==> config.mk <==
export PLATFORM = sky130hd
export DESIGN_NAME = line_bus_master
export DESIGN_NICKNAME = d
export VERILOG_FILES = /design/src/rtl/line_bus_master.sv
export SDC_FILE = /design/constraint.sdc
export NUM_CORES = 1
export LEC_CHECK = 0
export BUFFER_PORTS_ARGS = -buffer_cell sky130_fd_sc_hd__buf_2
export CAP_MARGIN = 5
export CORE_AREA = 2 2 194 148
export CTS_BUF_LIST = sky130_fd_sc_hd__clkbuf_8
export DETAILED_ROUTE_END_ITERATION = 10
export DIE_AREA = 0 0 196 150
export HOLD_SLACK_MARGIN = 0.02
export PLACE_DENSITY = 0.89
export SLEW_MARGIN = 25
export SYNTH_ARGS = -nofsm -noshare
export SYNTH_HDL_FRONTEND = slang
export SYNTH_SLANG_ARGS = --single-unit
==> constraint.sdc <==
create_clock -name clk -period 5.35 [get_ports clk]
set_input_delay 0.535 -clock clk [delete_from_list [all_inputs] [get_ports clk]]
set_output_delay 0.535 -clock clk [all_outputs]
set_load 0.03 [all_outputs]
==> src/rtl/line_bus_master.sv <==
// line_bus_master: moves whole cache lines over a single-word memory port.
// A line request is split into WORDS ascending word accesses. Each word waits
// for BusValid. A run of MAX_WAIT idle edges aborts the line with RespErr.
module line_bus_master #(
  parameter int WORDS    = 4,
  parameter int MAX_WAIT = 15
) (
  input  logic                 clk,
  input  logic                 reset,
  input  logic                 ReqValid,
  output logic                 ReqReady,
  input  logic                 ReqWrite,
  input  logic [31:0]          ReqAddr,
  input  logic [WORDS*32-1:0]  ReqWData,
  output logic                 RespValid,
  output logic                 RespErr,
  output logic [WORDS*32-1:0]  RespRData,
  output logic [31:0]          BusA,
  output logic [31:0]          BusWD,
  output logic                 BusWE,
  output logic                 BusRE,
  output logic                 BusHSEL,
  input  logic [31:0]          BusRD,
  input  logic                 BusValid
);

  localparam int CW  = $clog2(WORDS);
  localparam int OFF = CW + 2;
  localparam int WW  = $clog2(MAX_WAIT + 1);
  localparam logic [31:0] BASE_MASK = ~((32'd1 << OFF) - 32'd1);

  localparam logic [1:0] S_IDLE  = 2'd0;
  localparam logic [1:0] S_READ  = 2'd1;
  localparam logic [1:0] S_WRITE = 2'd2;
  localparam logic [1:0] S_DONE  = 2'd3;

  logic [1:0]                  state_reg;
  logic [CW-1:0]               counter_reg;
  logic [WW-1:0]               wait_reg;
  logic [31:0]                 base_reg;
  logic                        err_reg;
  logic [WORDS-1:0][31:0]      wdata_reg;
  logic [WORDS-1:0][31:0]      rbuf_reg;
  logic [WORDS-1:0][31:0]      rbuf_next;
  logic [WORDS-1:0][31:0]      resp_rdata_reg;

  logic busy;
  logic last_word;
  logic timeout;
  logic capture;
  logic finish;

  assign busy      = (state_reg == S_READ) || (state_reg == S_WRITE);
  assign last_word = (counter_reg == CW'(WORDS - 1));
  assign timeout   = !BusValid && (wait_reg == WW'(MAX_WAIT - 1));
  assign capture   = (state_reg == S_READ) && BusValid;
  assign finish    = busy && ((BusValid && last_word) || timeout);

  // Read buffer: only the word currently on the bus can be overwritten.
  generate
    for (genvar gi = 0; gi < WORDS; gi++) begin : g_rbuf
      assign rbuf_next[gi] = (capture && (counter_reg == CW'(gi))) ? BusRD : rbuf_reg[gi];
    end
  endgenerate

  // Word address never carries out of the line: base has its offset bits clear.
  assign BusA      = base_reg | {{(30 - CW){1'b0}}, counter_reg, 2'b00};
  assign BusWD     = (state_reg == S_WRITE) ? wdata_reg[counter_reg] : 32'd0;
  assign BusWE     = (state_reg == S_WRITE);
  assign BusRE     = (state_reg == S_READ);
  assign BusHSEL   = busy;
  assign ReqReady  = (state_reg == S_IDLE);
  assign RespValid = (state_reg == S_DONE);
  assign RespErr   = (state_reg == S_DONE) && err_reg;
  assign RespRData = resp_rdata_reg;

  // Transfer sequencing, wait counting and line capture.
  always_ff @(posedge clk) begin
    if (reset) begin
      state_reg      <= S_IDLE;
      counter_reg    <= '0;
      wait_reg       <= '0;
      base_reg       <= '0;
      err_reg        <= 1'b0;
      wdata_reg      <= '0;
      rbuf_reg       <= '0;
      resp_rdata_reg <= '0;
    end else begin
      rbuf_reg <= rbuf_next;
      case (state_reg)
        S_IDLE: begin
          if (ReqValid) begin
            base_reg    <= ReqAddr & BASE_MASK;
            counter_reg <= '0;
            wait_reg    <= '0;
            if (ReqWrite) begin
              wdata_reg <= ReqWData;
              state_reg <= S_WRITE;
            end else begin
              state_reg <= S_READ;
            end
          end
        end
        S_READ, S_WRITE: begin
          if (BusValid) begin
            wait_reg <= '0;
            if (last_word) begin
              state_reg <= S_DONE;
              err_reg   <= 1'b0;
            end else begin
              counter_reg <= counter_reg + 1'b1;
            end
          end else if (timeout) begin
            state_reg <= S_DONE;
            err_reg   <= 1'b1;
          end else begin
            wait_reg <= wait_reg + 1'b1;
          end
          // Publish the line (including any partial timeout result) on completion.
          if ((state_reg == S_READ) && finish) begin
            resp_rdata_reg <= rbuf_next;
          end
        end
        S_DONE: begin
          state_reg <= S_IDLE;
        end
        default: begin
          state_reg <= S_IDLE;
        end
      endcase
    end
  end

endmodule

---- Yosys cells after proc, flatten, opt, wreduce, memory -nomap -nowiden ----
Index checks and enable logic that the tools add are counted.
storage, ports and cells
  flip-flop bits (word level) ............. 421
  bits of input ports ..................... 197
  output and inout bits ................... 198
  word-level logic and storage cells ...... 84
operators by class
  $add $sub $neg .......................... 2
  magnitude comparators ................... 1
  eq/ne operators ......................... 14
  muxes and demuxes ....................... 24
  bitwise gates (word level) .............. 1
  reductions and logical operators ........ 25
operators with widths
  operator             number
  $mux 32              6
  $bmux 32 s2          1
  $or 32x4->32         1
  $mux 2               8
  $mux 4               3
  $reduce_and 3->1     4
  $logic_and 1x1->1    10
  $ne 3x3->1 const B   3
  $eq 2x2->1 const B   4
  $pmux 4 s2           1
  $ne 2x2->1 const B   3
  $pmux 2 s3           1
  $add 4x1->4 const B  1
  $eq 2x1->1 const B   2
  $eq 4x4->1 const B   1
  $logic_not 2->1      2
  $pmux 2 s2           1
  $reduce_and 2->1     2
  $reduce_and 4->1     1
  $reduce_bool 2->1    2
  $lt 2x3->1 const B   1
  $mux 1               3
  $add 2x1->2 const B  1
  $logic_or 1x1->1     2
  3 further kinds      3

---- Logic depth before layout (Yosys ltp) ----
  depth in word-level cells ............... 6
  gate-level depth with buffers ........... 9
  depth with buffers taken out ............ 6

---- Least setup slack after synthesis ----
OpenSTA, ideal clock, no wires.
  kind .................................... register to register
  start point ............................. reg counter_reg[0]
  end point ............................... reg resp_rdata_reg, in the netlist RespRData[10]
  library setup time ...................... 0.146 ns
  data arrival time ....................... 2.311 ns
  data required time ...................... 5.204 ns
  path slack .............................. 2.893 ns
  cell stages (with the launch flop) ...... 9
  cells stage by stage .................... dfxtp_1 clkbuf_1 clkbuf_1 inv_1 ha_1 nand3_1 buf_2 mux2i_1 a211oi_2
on the way
  word-level cells in the longest chain between the ends .. 6
  elaborated cells on any way between the ends .. 9
ends and longest elaborated chain
  item                        RTL line  source
  from (decl)                 38        logic [CW-1:0] counter_reg;
  from (signal assigned)      111       counter_reg <= counter_reg + 1'b1;
  $eq 2x2->1                  54        assign last_word = (counter_reg == CW'(WORDS - 1));
  $logic_and 1x1->1           57        assign finish = busy && ((BusValid && last_word) || timeout);
  $logic_or 1x1->1            57
  $logic_and 1x1->1           57
  $logic_and 1x1->1           120       if ((state_reg == S_READ) && finish) begin
  $reduce_and 2->1 (no line)  --
  to (signal assigned)        121       resp_rdata_reg <= rbuf_next;
  to (decl)                   45        logic [WORDS-1:0][31:0] resp_rdata_reg;
Several ways; a longest one is shown, not always the timed one.
A chain may end at the register's enable or synchronous reset.

---- Final worst setup path ----
  start point ............................. reg counter_reg[1]
  end point ............................... out BusWD[20]
on the way
  word-level cells in the longest chain between the ends .. 3
ends and longest elaborated chain
  item                           RTL line  source
  $bmux 32 s2                    68        assign BusWD = (state_reg == S_WRITE) ? wdata_reg[counter_reg] : 32'd0;
  $mux 32 (not written as such)  68
  $mux 32                        68
  to (decl)                      19        output logic [31:0] BusWD,
No other way between the ends. The select of a mux whose other input is x is not followed.

==> load_flow_metrics.sql <==
INSERT INTO impl_metrics (metric_group, metric, value, unit) VALUES
('route', 'drt-pass1-iter-count', '6', ''),
('route', 'vias_per_cell', '5.471', ''),
('worst_setup_path', 'setup.worst_path.start_class', 'flop', ''),
('timing', 'final_min_period_over_clock_period', '57.50', '%'),
('floorplanning', 'initial_core_util', '59.10', '%'),
('worst_setup_path', 'reg2regPathDepth', '6', ''),
('yosys', 'ys_dominant_reg_cell', 'sky130_fd_sc_hd__dfxtp_1', ''),
('global_routing', 'via_count_of_the_first_global_routing_pass', '12930', ''),
('yosys', 'synth_sequential_area_ratio', '51.70', '%'),
('global_routing', 'antenna_found_initial', '3', ''),
('timing', 'finalWorstPathRequiredPeriod', '3.076', 'ns'),
('worst_setup_path', 'worst_r2r_endpoint', 'RespRData[81]', ''),
('floorplanning', 'rows', '53', ''),
('global_routing', 'grt_start_max_net_pins', '196', ''),
('route', 'initialDrtViolationCount', '807', ''),
('yosys', 'syn-mean-instance-area', '9.762', 'um^2'),
('yosys', 'yosysWarningCount', '0', ''),
('run_status', 'outcome', 'finished clean', ''),
('clocking', 'clk_path_buf_depth', '3', ''),
('power', 'power.density', '367.9', 'nW/um^2'),
('global_routing', 'grt-ovfl-total', '0', ''),
('timing', 'timing_hold_violations_final', '0', ''),
('global_routing', 'grtUsageTotal', '27.65', '%'),
('yosys', 'async_flop_share', '0', '%'),
('cells_and_area', 'final_cells', '2404', ''),
('floorplanning', 'ios', '395', ''),
('route', 'routedWlPerCell', '17.72', 'um'),
('run', 'max_cap_violations', '0', ''),
('clocking', 'cts-htree-levels', '2', ''),
('placed_design', 'place.gp.congestion', '0.8153', ''),
('floorplanning', 'floorplan.die.height', '150', 'um'),
('route', 'drt.antenna.violating_nets', '0', ''),
('worst_setup_path', 'critPathRequiredTime', '4.82', 'ns'),
('yosys', 'syn_area', '16300', 'um^2'),
('cells_and_area', 'relative_area_change_from_synthesis_to_final_layout', '19.69', '%'),
('cells_and_area', 'final_layout_size_suffix_gt1_share', '32.18', '%'),
('clocking', 'hold_buf_cts', '0', ''),
('cells_and_area', 'fillerInstances', '1911', ''),
('worst_setup_path', 'timing_worst_setup_path_type', 'flop to output port', ''),
('floorplanning', 'die_w', '196', 'um'),
('cells_and_area', 'number_of_nets_in_the_layout', '2209', ''),
('worst_setup_path', 'critical_path.cell_chain', 'buf_4 > mux4_2 > and2_1 > buf_2', ''),
('yosys', 'postSynthRegisterBits', '421', ''),
('yosys', 'post_synth_inst_count', '1670', ''),
('worst_setup_path', 'reg2reg_slack', '2.43', 'ns'),
('clocking', 'cts_tree', 'built', ''),
('clocking', 'cts-root-buf', 'sky130_fd_sc_hd__clkbuf_8', ''),
('power', 'power.static_leakage', '8.790', 'nW'),
('yosys', 'synth_top_area_share', '51.70', '%'),
('worst_setup_path', 'crit_path_top_delay_cell', 'sky130_fd_sc_hd__mux4_2', ''),
('yosys', 'synth-edff-count', '0', ''),
('timing', 'max_freq', '325.1', 'MHz'),
('worst_setup_path', 'critical_path_s_largest_stage_delay', '0.60', 'ns'),
('timing', 'clock_skew', '0.03681', 'ns'),
('yosys', 'most_instantiated_library_cell_after_synthesis', 'sky130_fd_sc_hd__dfxtp_1', ''),
('route', 'drt_wl_total', '42.60', 'mm'),
('timing', 'tns', '0', 'ns'),
('timing', 'maxSlewViolCount', '0', ''),
('floorplanning', 'die_area', '29400', 'um^2'),
('timing', 'rsz_0062_raised_after_global_routing', 'false', ''),
('timing', 'finalSetupViolCount', '0', ''),
('clocking', 'clock_latency', '0.64', 'ns'),
('clocking', 'clock_sinks', '421', ''),
('worst_setup_path', 'critical_path_peak_fanout', '32', ''),
('global_routing', 'grt_pass1_wl', '65.56', 'mm'),
('placed_design', 'dp.final_hpwl', '27.77', 'mm'),
('cells_and_area', 'fin_util', '70.73', '%'),
('worst_setup_path', 'r2r_startpoint', 'counter_reg[0]', ''),
('clocking', 'post-cts-setup-buffer-count', '0', ''),
('worst_setup_path', 'cp-end-kind', 'output port', ''),
('worst_setup_path', 'crit_path_start', 'counter_reg[1]', '');
-- cell usage in the layout (no fill, tap or decap), drive strengths merged, types with 2 or more instances in the layout --
| master | count |
|---|---|
| dfxtp | 421 |
| nand2b | 3 |
| clkinv | 11 |
| diode | 2 |
| a211oi | 131 |
| conb | 2 |
| and3 | 2 |
| nor3 | 3 |
| clkbuf | 74 |
| xnor2 | 3 |
| mux4 | 32 |
| nand2 | 318 |
| a21oi | 162 |
| and2 | 34 |
| ha | 12 |
| nor2 | 260 |
| inv | 25 |
| nand3 | 7 |
| bufinv | 4 |
| buf | 403 |
| mux2i | 130 |
-- through the flow --
step	total power, mW	instance area (um^2)	hold WS (ns)	setup slack, ns
2_1_floorplan	4.236	16310	0.4331	2.893
3_3_place_gp	4.510	18180	0.4383	2.351
3_5_place_dp	4.558	18190	0.4441	2.240
4_1_cts	7.220	19480	0.1171	2.164
5_1_grt	7.472	19510	0.1279	2.093
6_report	7.179	19510	0.1489	2.274
-- report_power, final --
group,internal [mW],switching [mW],total (mW),leakage (nW)
Sequential,3.32,0.136,3.45,3.41
Combinational,0.368,0.679,1.05,4.65
Clock,1.45,1.23,2.68,0.732
Total,5.13,2.05,7.18,8.79
-- critical path: cells and delay by family, from the launching register on --
kind,cells,cell delay (ns)
buffers and inverters,2,0.74
multiplexers,1,0.60
flip-flops,1,0.39
AND/OR/NAND/NOR,1,0.17
-- kinds of logic (layout without fill, tap and decap cells) --
| kind of cell | count (synthesis) | in the layout | share of synthesized area (%) |
|---|---|---|---|
| flops | 421 | 421 | 51.70 |
| other cells | 1 | 4 | 0.02300 |
| mux | 163 | 163 | 12.47 |
| compound gates | 298 | 298 | 14.94 |
| simple gates | 629 | 629 | 15.30 |
| xor+xnor | 3 | 3 | 0.1612 |
| fa+ha+maj | 12 | 12 | 0.9209 |
| buf+inv | 143 | 517 | 4.490 |
-- worst min-delay path by stage --
stage	start	endpoint	slack, ns	cells past startpoint
3_5_place_dp	base_reg[15]	base_reg[15]	0.44	2
2_1_floorplan	wdata_reg[32]	wdata_reg[32]	0.43	2
3_3_place_gp	base_reg[25]	base_reg[25]	0.44	2
6_report	ReqWData[82]	wdata_reg[82]	0.15	3
5_1_grt	ReqWData[21]	wdata_reg[21]	0.13	3
4_1_cts	ReqWData[82]	wdata_reg[82]	0.12	3
-- layer usage --
layer	track usage (%)	up-vias	routed length, um
li1	-	6290	-
met1	32.51	6241	16910
met2	46.49	495	20680
met3	7.730	127	3155
met4	14.51	0	1849
met5	0	-	0
-- layout make-up --
class | instances | area (um^2) | area share, %
antenna | 2 | 5.005 | 0.02565
clock inverter | 33 | 269.0 | 1.379
clock buffer | 74 | 1018 | 5.220
timing repair buffer | 403 | 2126 | 10.89
multi-input combinational | 1107 | 7188 | 36.84
inverter | 7 | 26.28 | 0.1347
sequential | 421 | 8433 | 43.22
tap | 357 | 446.7 | 2.289
Note: power is estimated with default switching activity, not from simulation.
